$ cat config.mk
export PLATFORM = sky130hd
export DESIGN_NAME = binary_to_gray_counter
export DESIGN_NICKNAME = d
export VERILOG_FILES = /design/src/rtl/binary_to_gray_counter.sv
export SDC_FILE = /design/constraint.sdc
export NUM_CORES = 1
export LEC_CHECK = 0
export BUFFER_PORTS_ARGS = -buffer_cell sky130_fd_sc_hd__buf_2
export CELL_PAD_IN_SITES_DETAIL_PLACEMENT = 2
export CELL_PAD_IN_SITES_GLOBAL_PLACEMENT = 2
export CORE_AREA = 2 2 49 51
export CTS_BUF_LIST = sky130_fd_sc_hd__clkbuf_16
export CTS_CLUSTER_SIZE = 40
export DETAILED_ROUTE_END_ITERATION = 8
export DIE_AREA = 0 0 51 53
export HOLD_SLACK_MARGIN = 0.05
export PLACE_DENSITY_LB_ADDON = 0.15
export SLEW_MARGIN = 25
export SYNTH_ARGS = -nofsm -noshare
export SYNTH_HDL_FRONTEND = slang
export SYNTH_SLANG_ARGS = --single-unit
$ cat constraint.sdc
create_clock -name clk -period 1.75 [get_ports clk]
set_clock_uncertainty 0.2 [all_clocks]
set_input_delay 0.0875 -clock clk [delete_from_list [all_inputs] [get_ports clk]]
set_output_delay 0.0875 -clock clk [all_outputs]
set_load 0.03 [all_outputs]
$ cat src/rtl/binary_to_gray_counter.sv
// -----------------------------------------------------------------------------
// binary_to_gray_counter
//
// Up/down binary counter whose count is also presented as a registered Gray
// code. Both outputs are taken directly from flops, so gray can be synchronised
// straight into another clock domain (e.g. async-FIFO pointers).
//
// Build option: define BIN2GRAY_SAT_EN for saturating mode. Steps at the
// limits then hold the count, and wrap pulses when a step is blocked. Without
// the macro the counter wraps modulo 2**WIDTH and wrap pulses on each wrap step.
//
// Parameters:
//   WIDTH    counter / code width (2..16)
//   RST_VAL  binary reset count (< 2**WIDTH)
//
// Ports:
//   clk       rising-edge clock
//   rst_n     asynchronous active-low reset
//   en        count enable, one step per cycle
//   up_dn     1 = increment, 0 = decrement (used only when en=1)
//   load      synchronous load strobe (wins over en)
//   load_bin  binary value loaded when load=1
//   binary    registered binary count
//   gray      registered Gray code of binary
//   wrap      one-cycle pulse after a wrap step (saturation hit in sat mode)
//   busy_err  sticky: load and en seen together; cleared only by reset
// -----------------------------------------------------------------------------
module binary_to_gray_counter #(
    parameter int unsigned WIDTH   = 4,
    parameter int unsigned RST_VAL = 0
) (
    input  logic             clk,
    input  logic             rst_n,
    input  logic             en,
    input  logic             up_dn,
    input  logic             load,
    input  logic [WIDTH-1:0] load_bin,
    output logic [WIDTH-1:0] binary,
    output logic [WIDTH-1:0] gray,
    output logic             wrap,
    output logic             busy_err
);

`ifdef BIN2GRAY_SAT_EN
    localparam bit SatEn = 1'b1;
`else
    localparam bit SatEn = 1'b0;
`endif

    localparam logic [WIDTH-1:0] RstBin  = RST_VAL[WIDTH-1:0];
    localparam logic [WIDTH-1:0] RstGray = RstBin ^ (RstBin >> 1);
    localparam logic [WIDTH-1:0] MaxVal  = '1;

    logic [WIDTH-1:0] bin_q, bin_d;
    logic [WIDTH-1:0] gray_q, gray_d;
    logic             wrap_q, wrap_d;
    logic             err_q, err_d;

    logic             at_limit;
    logic [WIDTH-1:0] step_val;

    // A step is at its limit when it would cross the 0 / 2**WIDTH-1 boundary.
    assign at_limit = up_dn ? (bin_q == MaxVal) : (bin_q == '0);
    assign step_val = up_dn ? (bin_q + 1'b1) : (bin_q - 1'b1);

    always_comb begin
        bin_d  = bin_q;
        wrap_d = 1'b0;
        err_d  = err_q;
        if (load) begin
            bin_d = load_bin;
            if (en) begin
                err_d = 1'b1;
            end
        end else if (en) begin
            // Same flag serves as wrap pulse (modulo) or saturation hit (sat).
            wrap_d = at_limit;
            if (!(SatEn && at_limit)) begin
                bin_d = step_val;
            end
        end
        // Gray derived from the next binary so both registers stay in step.
        gray_d = bin_d ^ (bin_d >> 1);
    end

    always_ff @(posedge clk or negedge rst_n) begin
        if (!rst_n) begin
            bin_q  <= RstBin;
            gray_q <= RstGray;
            wrap_q <= 1'b0;
            err_q  <= 1'b0;
        end else begin
            bin_q  <= bin_d;
            gray_q <= gray_d;
            wrap_q <= wrap_d;
            err_q  <= err_d;
        end
    end

    assign binary   = bin_q;
    assign gray     = gray_q;
    assign wrap     = wrap_q;
    assign busy_err = err_q;

endmodule

Yosys cells after proc, flatten, opt, wreduce, memory -nomap -nowiden

Cells that the tools add are included.

Logic and storage cells: 16
Flip-flop bits (word level): 10
Output and inout port bits: 10
Input bits: 9

Eq/ne operators: 1
Bitwise logic cells: 1
Add/subtract/negate cells: 2
Mux-type cells: 6
Reductions and logical operators: 2

Operators by type and width:

| cell                | count |
|---|---|
| $mux 4              | 3 |
| $add 4x1->4 const B | 1 |
| $eq 4x4->1 const B  | 1 |
| $logic_not 4->1     | 1 |
| $sub 4x1->4 const B | 1 |
| $xor 4x3->4         | 1 |
| $mux 1              | 3 |
| $reduce_and 2->1    | 1 |

Depth between registers and ports, before layout

Word-level depth: 5
Depth in mapped cells: 6

Worst setup path after synthesis

Ideal clock, no wire load.

Path kind: register to register
From: register bin_q[2], in the netlist binary[2]
To: register gray_q[2], in the netlist gray[2]
Clock period less this slack: 1.968 ns
Cell stages (with the launch flop): 6
Setup slack: -0.218 ns
Arrival: 1.636 ns
Setup time: 0.132 ns
Path through: dfrtp_1 -> ha_1 -> nand3_1 -> and4b_1 -> or3_4 -> xor2_1

Word-level cells in the longest chain between the ends: 5
Elaborated cells on any way between the ends: 6
Those cells by class: 2 x add/sub; 3 x mux; 1 x bitwise

RTL lines:

| element                                    | RTL line | source |
|---|---|---|
| start, declared                            | 54       | `logic [WIDTH-1:0] bin_q, bin_d;` |
| start signal, assigned                     | 88       | `bin_q <= RstBin;` |
| start signal, assigned                     | 93       | `bin_q <= bin_d;` |
| $sub 4x1->4 or $add 4x1->4 (tied branches) | 64       | `assign step_val = up_dn ? (bin_q + 1'b1) : (bin_q - 1'b1);` |
| $mux 4 (*)                                 | 64       |  |
| $mux 4 (*)                                 | 75       | `end else if (en) begin` |
| $mux 4 (*)                                 | 70       | `if (load) begin` |
| via bin_d[3]                               | 54       |  |
| $xor 4x3->4 (*)                            | 83       | `gray_d = bin_d ^ (bin_d >> 1);` |
| via gray_d[2]                              | 55       | `logic [WIDTH-1:0] gray_q, gray_d;` |
| end signal, assigned                       | 89       | `gray_q <= RstGray;` |
| end signal, assigned                       | 94       | `gray_q <= gray_d;` |
| end, declared                              | 55       |  |

The timed path passes the listed nets; every way through them passes the cells marked *.
A chain may end at the register's enable or synchronous reset.

Worst setup path after layout

From: register bin_q[1], in the netlist binary[1]
To: register gray_q[2], in the netlist gray[2]

Same word-level chain as after synthesis.

==> results.json <==
{
  "status": "finished with violations",
  "violations": "setup timing",
  "diodes": 0,
  "worst_hold_slack_ps": 57.5,
  "drt_wl_total_um": 1420,
  "crit_path_end_kind": "register",
  "grt_pass1_wl_um": 2250,
  "dp_hpwl_um": 1030,
  "ys_async_sr_fraction_pct": 100,
  "grt_pass1_vias": 462,
  "drtIter0Drc": 2,
  "timing_hold_violations_final": 0,
  "antenna_found_initial": 0,
  "core_um2": 2150,
  "tightest_slew_ps": 411,
  "setup_viol": 1,
  "cp_max_fo": 3,
  "gr-total-overflow": 0,
  "synth_cell_types": 24,
  "synth_area_um2": 492,
  "cts_tree": "done",
  "rsz0062_at_grt": "yes",
  "power_density_nw_per_um2": 1170,
  "synth_edf_count": 0,
  "die_h_um": 53,
  "synth_top_cell_by_area": "dfrtp_1",
  "synth_ff_type": "dfrtp_1",
  "dr.pass1.iters": 3,
  "tns_ps": -29.2,
  "max_freq_ghz": 0.562,
  "rrSetupSlack_ps": -30,
  "htreeDepth": 1,
  "fp-row-count": 17,
  "numCtsBuffers": 3,
  "synth_nets": 57,
  "cts.sink_count": 9,
  "syn_to_final_growth_pct": 71.0,
  "required_ps": 1660,
  "num_vias": 454,
  "port_buffers": 18,
  "die_w_um": 51,
  "crit_start": "binary[1]",
  "min_path_type": "in2reg",
  "crit_type": "reg2reg",
  "period_share_pct": 102,
  "setup_slack_ps": -29.2,
  "crit_arrival_ps": 1680,
  "synth_warnings": 0,
  "ant_nets": 0,
  "die_area_um2": 2700,
  "slew_headroom_pct": 72.5,
  "avgSynthCellArea_um2": 10.9,
  "postLayoutCoreUtil_pct": 39.1,
  "vdd.ir_drop.worst_uv": 1040,
  "maxCapViolations": 0,
  "reg2regPathDepth": 5,
  "final_nets": 90,
  "cts-root-buf": "clkbuf_16",
  "gp_congestion": 0.647,
  "r2r_start": "binary[1]",
  "endpoint": "gray[2]",
  "insertion_delay_ps": 230,
  "start_kind": "register",
  "placed_cells": 92,
  "drt-wirelength-per-cell_um": 13.5,
  "drive_gt1_share_pct": 49.4,
  "synthCells": 45,
  "slew_viol_final": 0,
  "grt_max_degree": 10,
  "r2r-end": "gray[2]",
  "p_leak_nw": 0.386,
  "min_period_ps": 1780,
  "ys_seq_area_share_pct": 45.8,
  "synth_top_area_share_pct": 45.8,
  "stdcell_count": 105,
  "ios": 19,
  "clkSlewWorstSetupHoldPaths_ps": 40,
  "drc": 0,
  "post-synth-top-count-cell": "dfrtp_1",
  "grt_use_total_pct": 12.0,
  "yosys-top-cells-area": "dfrtp_1, xnor2_1, ha_1",
  "dp_worst_setup_slack_ps": -10.4,
  "synth.cells.most_frequent": "dfrtp_1, nor2_1, xnor2_1",
  "cts_max_path_buffers": 2,
  "ys_seq_elements": 9,
  "floorplan.initialDensity_pct": 22.9,
  "routed_via_density": 4.32
}
-- layout by cell type (no fill, tap or decap), drive strengths merged, types with 2 or more instances in the layout --
cell type / instances
xnor2: 4
a21oi: 2
dfrtp: 9
nor2: 4
xor2: 2
clkbuf: 3
dlygate4sd3: 8
o21ai: 2
buf: 23
ha: 2
mux2i: 2
nand2: 2
inv: 3
-- registers in the layout (all words and copies together), names as in the netlist --
signal / cells
wrap: 1
binary: 4
gray: 3
busy_err: 1
-- worst max-delay path, cell delays in order (launching register included) --
cell	delay (ps)
dfrtp_2	430
ha_4	280
nand3_2	70
and4b_1	170
or3_4	340
xor2_1	170
-- what timing repair did --
| item | in CTS | in global routing |
|---|---|---|
| buffers inserted | 0 | 1 |
| hold endpoints to repair | 18 | 0 |
| pin swaps | 2 | 5 |
| setup endpoints to repair | 2 | 4 |
| gates resized for setup | 0 | 1 |
| hold buffers | 8 | 0 |
-- worst min-delay path by stage --
stage / from / end / slack [ps] / cells after the start
finish: load / binary[1] / 60 / 3
global route: load / binary[2] / 90 / 3
CTS: load / binary[1] / 60 / 3
detailed placement: rst_n / wrap / -250 / 1
global placement: rst_n / wrap / -250 / 1
floorplan: rst_n / binary[0] / -410 / 0
-- kinds of logic (layout without fill, tap and decap cells) --
group	Yosys count	after routing	synth area share (%)
fa+ha+maj	3	3	9.16
buf+inv	5	37	5.60
xor+xnor	6	6	10.7
simple gates	12	12	14.5
flops	9	9	45.8
mux	2	2	4.07
compound gates	8	8	10.2
-- power by group --
group          leakage (nW)  switching (mW)  total [mW]  internal, mW
Sequential            0.103          0.0240       0.272         0.248
Clock                0.0423          0.0928       0.391         0.298
Combinational         0.241           0.190       0.325         0.134
-- metrics by stage --
| step | instance area, µm² | total power, mW |
|---|---|---|
| floorplan | 537 | 0.486 |
| global placement | 672 | 0.579 |
| detailed placement | 672 | 0.583 |
| CTS | 831 | 0.999 |
| global route | 841 | 1.05 |
| finish | 841 | 0.987 |
-- per-layer routing --
| layer | up-vias | GRT usage (%) | wire [µm] |
|---|---|---|---|
| li1 | 217 | - | - |
| met1 | 224 | 13.2 | 592 |
| met2 | 13 | 21.6 | 742 |
| met3 | 0 | 5.37 | 80 |
| met4 | 0 | 1.35 | 0 |
| met5 | - | 0 | 0 |
-- area by class of cell --
class                   count  area [µm²]
fillers                   246        1310
multi-input cells          31         283
flip-flops and latches      9         229
repair buffers             31         208
clock buffers               3        75.1
well taps                  28        35.0
inverters                   2        7.51
clock inverters             1        3.75
No activity file was read; power rests on OpenSTA's default activity.
